### config.mk
export PLATFORM = sky130hd
export DESIGN_NAME = sad_search_ctrl
export DESIGN_NICKNAME = d
export VERILOG_FILES = /design/src/rtl/sad_search_ctrl_pkg.sv /design/src/rtl/sad_4x8.sv /design/src/rtl/sad_scan_counter.sv /design/src/rtl/sad_search_ctrl.sv
export SDC_FILE = /design/constraint.sdc
export NUM_CORES = 1
export LEC_CHECK = 0
export BUFFER_PORTS_ARGS = -buffer_cell sky130_fd_sc_hd__buf_4
export CAP_MARGIN = 40
export CORE_MARGIN = 10
export CORE_UTILIZATION = 64
export CTS_CLUSTER_DIAMETER = 150
export DETAILED_ROUTE_END_ITERATION = 10
export PLACE_DENSITY_LB_ADDON = 0.3
export REMOVE_ABC_BUFFERS = 1
export SETUP_SLACK_MARGIN = 0.5
export SLEW_MARGIN = 30
export SYNTH_ARGS = -nofsm -noshare
export SYNTH_HDL_FRONTEND = slang
export SYNTH_HIERARCHICAL = 1
export SYNTH_SLANG_ARGS = --single-unit
### constraint.sdc
create_clock -name clk -period 6.1 [get_ports clk]
set_input_delay 0.305 -clock clk [delete_from_list [all_inputs] [get_ports clk]]
set_output_delay 0.305 -clock clk [all_outputs]
set_load 0.05 [all_outputs]
### src/rtl/sad_search_ctrl_pkg.sv
// Shared definitions for the SAD motion-search sequencer: state encoding,
// per-word SAD bounds, drain length and a counter-width helper.
package sad_search_ctrl_pkg;

  typedef enum logic [2:0] {
    S_IDLE,
    S_ISSUE,
    S_DRAIN,
    S_CMP,
    S_FIN
  } state_t;

  // Largest SAD one 4-lane word pair can produce (4 * 255).
  localparam int SAD_WORD_MAX = 1020;
  // Width of the SAD unit result.
  localparam int SAD_W        = $clog2(SAD_WORD_MAX + 1);
  // Cycles between the last read of a candidate and its compare.
  localparam int DRAIN_CYCLES = 2;

  // Counter width for a 0..n-1 counter; never narrower than one bit.
  function automatic int cnt_w(input int n);
    return (n > 1) ? $clog2(n) : 1;
  endfunction

endpackage

### src/rtl/sad_4x8.sv
// 4-lane 8-bit sum of absolute differences: purely combinational,
// result is the sum of |a[i] - b[i]| over the four byte lanes.
module sad_4x8 (
  input  logic [31:0] a,
  input  logic [31:0] b,
  output logic [9:0]  sad
);

  logic [7:0] diff [4];

  for (genvar i = 0; i < 4; i++) begin : g_lane
    assign diff[i] = (a[8*i +: 8] > b[8*i +: 8]) ? (a[8*i +: 8] - b[8*i +: 8])
                                                 : (b[8*i +: 8] - a[8*i +: 8]);
  end

  assign sad = 10'(diff[0]) + 10'(diff[1]) + 10'(diff[2]) + 10'(diff[3]);

endmodule

### src/rtl/sad_scan_counter.sv
// Nested block (br/bw) and candidate (cr/cc) counters with last-flags.
// Frame addresses are tracked incrementally so no multiplier is needed:
// row_start = address of (cr,0), cand_addr = address of (cr,cc),
// line_addr = cand_addr + br*stride. All address arithmetic wraps.
module sad_scan_counter
  import sad_search_ctrl_pkg::*;
#(
  parameter int BLK_ROWS  = 4,
  parameter int BLK_WORDS = 1,
  parameter int ADDR_W    = 10,
  parameter int POS_W     = 8
) (
  input  logic              clk,
  input  logic              rst,
  input  logic              load,
  input  logic              step,
  input  logic              next_cand,
  input  logic [ADDR_W-1:0] base,
  input  logic [ADDR_W-1:0] stride,
  input  logic [POS_W-1:0]  rows,
  input  logic [POS_W-1:0]  cols,
  output logic [ADDR_W-1:0] t_addr,
  output logic [ADDR_W-1:0] f_addr,
  output logic              blk_last,
  output logic              cand_last,
  output logic [POS_W-1:0]  cr,
  output logic [POS_W-1:0]  cc
);

  localparam int BR_W = cnt_w(BLK_ROWS);
  localparam int BW_W = cnt_w(BLK_WORDS);

  logic [BR_W-1:0]   br;
  logic [BW_W-1:0]   bw;
  logic [POS_W-1:0]  rows_q, cols_q;
  logic [ADDR_W-1:0] stride_q, row_start, cand_addr, line_addr;
  logic              br_last, bw_last, cc_last;

  assign br_last   = (br == BR_W'(BLK_ROWS - 1));
  assign bw_last   = (bw == BW_W'(BLK_WORDS - 1));
  assign cc_last   = (cc == cols_q - POS_W'(1));
  assign blk_last  = br_last && bw_last;
  assign cand_last = cc_last && (cr == rows_q - POS_W'(1));

  assign t_addr = ADDR_W'(br) * ADDR_W'(BLK_WORDS) + ADDR_W'(bw);
  assign f_addr = line_addr + ADDR_W'(bw);

  // Capture the scan geometry on load, then walk block and candidate counters.
  always_ff @(posedge clk or posedge rst) begin
    // NOTE: state registers use non-blocking assignments so every flop samples
    // pre-edge values regardless of statement order.
    if (rst) begin
      br        <= '0;
      bw        <= '0;
      cr        <= '0;
      cc        <= '0;
      rows_q    <= '0;
      cols_q    <= '0;
      stride_q  <= '0;
      row_start <= '0;
      cand_addr <= '0;
      line_addr <= '0;
    end else if (load) begin
      br        <= '0;
      bw        <= '0;
      cr        <= '0;
      cc        <= '0;
      rows_q    <= rows;
      cols_q    <= cols;
      stride_q  <= stride;
      row_start <= base;
      cand_addr <= base;
      line_addr <= base;
    end else if (step) begin
      if (bw_last) begin
        bw <= '0;
        if (br_last) begin
          br        <= '0;
          line_addr <= cand_addr;
        end else begin
          br        <= br + BR_W'(1);
          line_addr <= line_addr + stride_q;
        end
      end else begin
        bw <= bw + BW_W'(1);
      end
    end else if (next_cand) begin
      if (cc_last) begin
        cc        <= '0;
        cr        <= cr + POS_W'(1);
        row_start <= row_start + stride_q;
        cand_addr <= row_start + stride_q;
        line_addr <= row_start + stride_q;
      end else begin
        cc        <= cc + POS_W'(1);
        cand_addr <= cand_addr + ADDR_W'(1);
        line_addr <= cand_addr + ADDR_W'(1);
      end
    end
  end

endmodule

### src/rtl/sad_search_ctrl.sv
// Block motion-search sequencer: scans candidate positions, feeds template
// and frame words to a 4-lane SAD unit, accumulates per candidate and keeps
// the first minimum in raster order.
module sad_search_ctrl
  import sad_search_ctrl_pkg::*;
#(
  parameter int BLK_ROWS  = 4,
  parameter int BLK_WORDS = 1,
  parameter int ADDR_W    = 10,
  parameter int ACC_W     = 16,
  parameter int POS_W     = 8
) (
  input  logic              clk,
  input  logic              rst,
  input  logic              start,
  input  logic [ADDR_W-1:0] frame_base,
  input  logic [ADDR_W-1:0] frame_stride,
  input  logic [POS_W-1:0]  cand_rows,
  input  logic [POS_W-1:0]  cand_cols,
  output logic [ADDR_W-1:0] t_addr,
  output logic [ADDR_W-1:0] f_addr,
  output logic              rd_en,
  input  logic [31:0]       t_data,
  input  logic [31:0]       f_data,
  output logic              busy,
  output logic              done,
  output logic [ACC_W-1:0]  min_sad,
  output logic [POS_W-1:0]  min_row,
  output logic [POS_W-1:0]  min_col
);

  localparam int DC_W = cnt_w(DRAIN_CYCLES);

  state_t             state;
  logic [DC_W-1:0]    drain_cnt;
  logic               accept, step, next_cand;
  logic               blk_last, cand_last;
  logic [POS_W-1:0]   cr, cc;
  logic [SAD_W-1:0]   sad_w, sad_q;
  logic               data_vld, sad_vld;
  logic [ACC_W-1:0]   acc;

  assign accept    = (state == S_IDLE) && start;
  assign step      = (state == S_ISSUE);
  assign next_cand = (state == S_CMP);

  sad_scan_counter #(
    .BLK_ROWS  (BLK_ROWS),
    .BLK_WORDS (BLK_WORDS),
    .ADDR_W    (ADDR_W),
    .POS_W     (POS_W)
  ) u_scan (
    .clk       (clk),
    .rst       (rst),
    .load      (accept),
    .step      (step),
    .next_cand (next_cand),
    .base      (frame_base),
    .stride    (frame_stride),
    .rows      (cand_rows),
    .cols      (cand_cols),
    .t_addr    (t_addr),
    .f_addr    (f_addr),
    .blk_last  (blk_last),
    .cand_last (cand_last),
    .cr        (cr),
    .cc        (cc)
  );

  sad_4x8 u_sad (
    .a   (t_data),
    .b   (f_data),
    .sad (sad_w)
  );

  // Pipeline: read data valid one cycle after rd_en, SAD result registered.
  always_ff @(posedge clk or posedge rst) begin
    if (rst) begin
      data_vld <= 1'b0;
      sad_vld  <= 1'b0;
      sad_q    <= '0;
    end else begin
      data_vld <= rd_en;
      sad_vld  <= data_vld;
      sad_q    <= sad_w;
    end
  end

  // Per-candidate accumulator; cleared on launch and at each compare.
  always_ff @(posedge clk or posedge rst) begin
    if (rst) begin
      acc <= '0;
    end else if (accept || next_cand) begin
      acc <= '0;
    end else if (sad_vld) begin
      acc <= acc + ACC_W'(sad_q);
    end
  end

  // Sequencer FSM with registered outputs and minimum tracking.
  always_ff @(posedge clk or posedge rst) begin
    if (rst) begin
      state     <= S_IDLE;
      drain_cnt <= '0;
      rd_en     <= 1'b0;
      busy      <= 1'b0;
      done      <= 1'b0;
      min_sad   <= '0;
      min_row   <= '0;
      min_col   <= '0;
    end else begin
      // NOTE: done is defaulted low every cycle so it can only ever be a
      // single-cycle pulse, whatever branch the case takes.
      done <= 1'b0;
      case (state)
        S_IDLE: begin
          if (start) begin
            busy    <= 1'b1;
            min_sad <= '1;
            min_row <= '0;
            min_col <= '0;
            if (cand_rows == '0 || cand_cols == '0) begin
              state <= S_FIN;
            end else begin
              state <= S_ISSUE;
              rd_en <= 1'b1;
            end
          end
        end
        S_ISSUE: begin
          if (blk_last) begin
            state     <= S_DRAIN;
            rd_en     <= 1'b0;
            drain_cnt <= '0;
          end
        end
        S_DRAIN: begin
          if (drain_cnt == DC_W'(DRAIN_CYCLES - 1)) begin
            state <= S_CMP;
          end else begin
            drain_cnt <= drain_cnt + DC_W'(1);
          end
        end
        S_CMP: begin
          if (acc < min_sad) begin
            min_sad <= acc;
            min_row <= cr;
            min_col <= cc;
          end
          if (cand_last) begin
            state <= S_FIN;
          end else begin
            state <= S_ISSUE;
            rd_en <= 1'b1;
          end
        end
        S_FIN: begin
          done  <= 1'b1;
          busy  <= 1'b0;
          state <= S_IDLE;
        end
        default: begin
          state <= S_IDLE;
          rd_en <= 1'b0;
        end
      endcase
    end
  end

endmodule

Yosys cells after proc, flatten, opt, wreduce, memory -nomap -nowiden
Index checks and enable logic that the tools add are counted.
{ "word_totals": {"wordCells": 152, "inputBits": 103, "regBits": 142} }
{ "op_classes": {"n_reduce_logical": 26, "n_bitwise": 2, "n_mux": 57, "add_sub_neg": 24, "n_lt_le_gt_ge": 5, "eq_ne": 16} }
{ "op_table": {"columns": ["operator", "n"], "rows": [
  ["2-to-1 mux 10 bit", 12],
  ["2-to-1 mux 8 bit", 15],
  ["2-to-1 mux 16 bit", 4],
  ["subtractor 8 bit", 8],
  ["greater-than comparator 8 bit", 4],
  ["case mux 16 bit (2 select lines)", 1],
  ["case mux 8 bit (2 select lines)", 2],
  ["adder 10 bit", 2],
  ["adder 10 x 8 -> 10 bit", 2],
  ["adder 16 x 10 -> 16 bit", 1],
  ["adder 8 x 1 -> 8 bit (second input constant)", 2],
  ["== test 8 bit", 2],
  ["zero test 8 bit", 2],
  ["less-than comparator 16 bit", 1],
  ["subtractor 8 x 1 -> 8 bit (second input constant)", 2],
  ["2-to-1 mux 3 bit", 5],
  ["nonzero test 2 bit", 7],
  ["inequality test 2 bit (second input constant)", 6],
  ["case mux 3 bit (4 select lines)", 1],
  ["adder 10 x 1 -> 10 bit", 1],
  ["adder 10 x 1 -> 10 bit (second input constant)", 1],
  ["2-to-1 mux 1 bit", 10],
  ["AND reduction 2 bit", 5],
  ["adder 8 x 8 -> 9 bit", 1],
  ["other kinds (20)", 33]
]} }

Logic depth before layout (Yosys ltp)
{ "logic_depth": {"depth_word": 6, "depth_mapped": 20} }

By module
Netlist, hierarchy kept.
{ "modules_own_cells": {"columns": ["module", "instances", "cells_per_inst", "seq_area_each_um2", "area_each_um2"], "rows": [
  ["sad_scan_counter", 1, 543, 1851.8, 4987.3],
  ["sad_search_ctrl", 1, 357, 1676.6, 3648.5],
  ["sad_4x8", 1, 428, 0.0, 3339.5]
]} }

Worst setup path after synthesis
Ideal clock, no wire load.
{ "synth_path": {"path_kind": "input to register", "startpoint": "in t_data[24]", "endpoint": "reg sad_q[9]", "setup_ps": 65, "path_slack_ps": 1613, "t_arrival_ps": 4423, "cell_stages": 18, "n_path_buf": 0, "cell_sequence": "inv_1 ha_1 inv_1 fa_1 nand3_1 a21boi_1 o41ai_4 mux2_2 fa_1 fa_1 ha_1 inv_1 fa_1 nor2b_1 o21ai_0 a21boi_0 o31a_1 o22a_1"} }
{ "synth_via": {"elab_chain_cells": 3, "word_cells_on_any_way": 5, "classes_between": "add/sub: 3; order compare: 1; mux: 1"} }
{ "synth_rtl": {"columns": ["element", "line", "rtl"], "rows": [
  ["from (decl)", "sad_search_ctrl.sv:23", "input logic [31:0] t_data,"],
  ["subtractor 8 bit (tied with other cells)", "sad_4x8.sv:13", ": (b[8*i +: 8] - a[8*i +: 8]);"],
  ["2-to-1 mux 8 bit (*)", "sad_4x8.sv:12", "assign diff[i] = (a[8*i +: 8] > b[8*i +: 8]) ? (a[8*i +: 8] - b[8*i +: 8])"],
  ["adder 10 x 8 -> 10 bit (*)", "sad_4x8.sv:16", "assign sad = 10'(diff[0]) + 10'(diff[1]) + 10'(diff[2]) + 10'(diff[3]);"],
  ["net sad_w[9]", "sad_search_ctrl.sv:39", "logic [SAD_W-1:0] sad_w, sad_q;"],
  ["to (signal assigned)", "sad_search_ctrl.sv:85", "sad_q <= sad_w;"],
  ["to (decl)", "sad_search_ctrl.sv:39", null]
]} }
The timed path passes the listed nets; every way through them passes the cells marked *.
A chain may end at the register's enable or synchronous reset.

Worst setup path after layout
{ "layout_path": {"startpoint": "in t_data[27]", "endpoint": "reg sad_q[9]"} }
The elaborated chain is that of the path after synthesis.

==> run metrics <==
status=completed; CTS tree=yes; worst slew pin tran=a little over 800 ps; setup TNS=0 ps; worst-path maximum fanout=10; worst path cell trace=buf_4 > inv_1 > ha_1 > a21oi_1 > a21boi_1 > o41ai_4 > mux2_2 > fa_1 > fa_1 > ha_1 > inv_1 > fa_1 > nor2b_1 > o21ai_0 > a21boi_0 > o31a_1 > o22a_1; Post-Syn Instances=1328; Seq/Total Area, Yosys=0.2946; final std cells w/o fill=1694; fin crit share=0.7718; gr usage total=0.2532; # DRC=0; layout cells sized above 1=0.1727; placed cell count=1661; clock skew=9.555 ps; Worst R2R End=u_scan/line_addr[9]$_DFFE_PP0P_; routed vias/inst=6.260; r2r setup slk=2680 ps; Finish-stage setup viols=0; FF+latch count, synth=about 140; Avg Cell Area, Syn=9.017 um^2; clock sinks=141; post-route ant nets=0; most common cell after layout, fill and taps aside=buf_4; fraction of registers with async set or reset after synthesis=1.000; gr ovfl total=0; Pins Over Slew Limit=0; Max Used Layer=met4; Hold Crit Start=frame_stride[5]; htree depth=4; met2 WL=15.65 mm; WP buf/inv=3; post-CTS setup buffers=0; initial antenna violation count=0; synth unique cells=roughly 90; Min-Delay Path Depth=2; Worst R2R Path Depth=10; max-cap violations=0; # port buffers=roughly 150; Post-Route M1 WL=12.81 mm; CP dominant cell by count=fa_1; commonest non-fill, non-tap cells in the layout=buf_4, inv_1, dfrtp_1; crit-path max cell delay=640 ps; total power=approximately 7.2 mW; Resize count post-CTS=0; CTS Buf Count=17; worst vdd ir=approximately 0.23 mV; Hold WC Path Type=input pin to register; detailed placement HPWL=23.73 mm; dominant synthesized flop cell=dfrtp_1; CTS Root Cell=clkbuf_16; Setup Crit Path Kind=input pin to register; CP required=6460 ps; Worst-path clk slew=60 ps; Lkg Pwr=roughly 6.8 nW; # IOs=158; DR WL met3=2.213 mm; delay-heaviest family, CP=adder cells; Ys Warns=6; Iter 0 DRT Violations=781; post-synth top area share=0.2946; pwr dens=roughly 520 nW/um^2; P&R area growth vs syn=15.71%; drt pass-1 iters=6; Fill cells=roughly 1300; post-layout min period=around 4700 ps; Routed WL=31.52 mm; Starting Density=0.6577; Crit. End Element=register; RSZ-0062 raised after global routing=no; GPL Wtd Cong=roughly 0.92; Clock Latency Late Sink=430 ps; headroom to the max-slew limit=0.4528; die area=~25000 um^2; WHS Endpoint=u_scan/stride_q[5]$_DFFE_PP0P_; Post-synth EDFFs=0; fin util=0.7610; Synth area leaders=dfrtp_1, ha_1, inv_1; CTS max path bufs=2; Hold-fix buffers, CTS=1; Chip Width=156.8 um; CP startpoint kind=input pin; ant diodes=0; number of global-route vias before repair=10680; Syn Std Cell Area=11980 um^2; FP Rows=49; Core Area=18210 um^2; first-pass GRT wire length=51.56 mm; vias=~11000; largest net degree at the start of global routing=51; Fin. Hold Viols=0; Fmax=approximately 210 MHz; CP max-delay cell=o41ai_4; Worst EP arrival=5070 ps; Synth area leader=dfrtp_1; Layout Nets=1701; worst reg2reg startpoint=state[1]$_DFFE_PP0P_; WL/cell=18.61 um; Die H=156.8 um
registers in the layout (all words and copies together) (netlist names):
| name | cells |
|---|---|
| min_sad | 16 |
| u_scan/line_addr | 10 |
| u_scan/cols_q | 8 |
| min_col | 8 |
| acc | 16 |
| sad_q | 10 |
| drain_cnt | 1 |
| min_row | 8 |
| done | 1 |
| state | 3 |
| rd_en | 1 |
| data_vld | 1 |
| busy | 1 |
| u_scan/cr | 8 |
| sad_vld | 1 |
| u_scan/rows_q | 8 |
| u_scan/stride_q | 10 |
| u_scan/br | 2 |
| u_scan/cand_addr | 10 |
| u_scan/row_start | 10 |
| u_scan/cc | 8 |
report_power, final:
group | total, mW | switching (mW) | internal (mW)
clock network | 1.07 | 0.416 | 0.654
registers | 1.71 | 0.411 | 1.30
logic | 4.45 | 2.59 | 1.86
total | 7.23 | 3.41 | 3.82
Yosys cell counts, drive strengths merged (12+ instances only):
library cell  count
inv             146
dfrtp           141
ha              118
nand2            94
a21oi            85
nor2             71
o21ai            60
mux2i            50
xnor2            47
nand3            38
clkbuf           36
a21o             34
mux2             30
a211oi           27
buf              27
fa               27
xor2             27
a31oi            21
nor3             20
a32o             16
nand4            16
and2             12
nor2b            12
how the worst max path moves through the flow:
| stage | startpoint | endpoint | slack (ps) | cells after the start |
|---|---|---|---|---|
| floorplan | state[1]$_DFFE_PP0P_ | u_scan/line_addr[9]$_DFFE_PP0P_ | 1600 | 10 |
| global placement | t_data[24] | sad_q[9]$_DFF_PP0_ | 1250 | 19 |
| detailed placement | t_data[24] | sad_q[9]$_DFF_PP0_ | 1090 | 19 |
| CTS | t_data[24] | sad_q[9]$_DFF_PP0_ | 1520 | 19 |
| global route | t_data[24] | sad_q[9]$_DFF_PP0_ | 1200 | 19 |
| finish | t_data[27] | sad_q[9]$_DFF_PP0_ | 1390 | 17 |
final cells by class:
| type | instances | area (um^2) | share of cell area |
|---|---|---|---|
| timing repair buffer | 162 | 1271 | 0.09174 |
| clock buffer | 18 | 439.2 | 0.03169 |
| tap | 229 | 286.5 | 0.02068 |
| inverter | 147 | 551.8 | 0.03982 |
| clock inverter | 13 | 166.4 | 0.01201 |
| multi-input combinational | 984 | 7614 | 0.5494 |
| sequential | 141 | 3528 | 0.2546 |
cell families after synthesis:
group / Yosys count / share of synthesized area
fa+ha+maj: 145 / 0.1684
mux: 80 / 0.07000
other cells: 1 / 0.0003131
flops: 141 / 0.2946
compound gates: 336 / 0.1920
xor+xnor: 74 / 0.05412
buf+inv: 210 / 0.07220
simple gates: 341 / 0.1483
per-stage QoR:
step           hold WS [ps]  area, um^2  worst slack (ps)
3_3_place_gp          336.1       13150              1246
2_1_floorplan         331.2       11690              1602
6_report              114.0       13860              1392
3_5_place_dp          341.9       13230              1085
4_1_cts               104.3       13850              1516
5_1_grt               105.3       13860              1197
routing by layer:
layer / GRT usage / vias to the layer above
met5: 0 / -
met4: 0.09348 / 0
met3: 0.04879 / 78
met2: 0.4410 / 467
met1: 0.3037 / 5100
li1: - / 4959
Note: power is estimated with default switching activity, not from simulation.
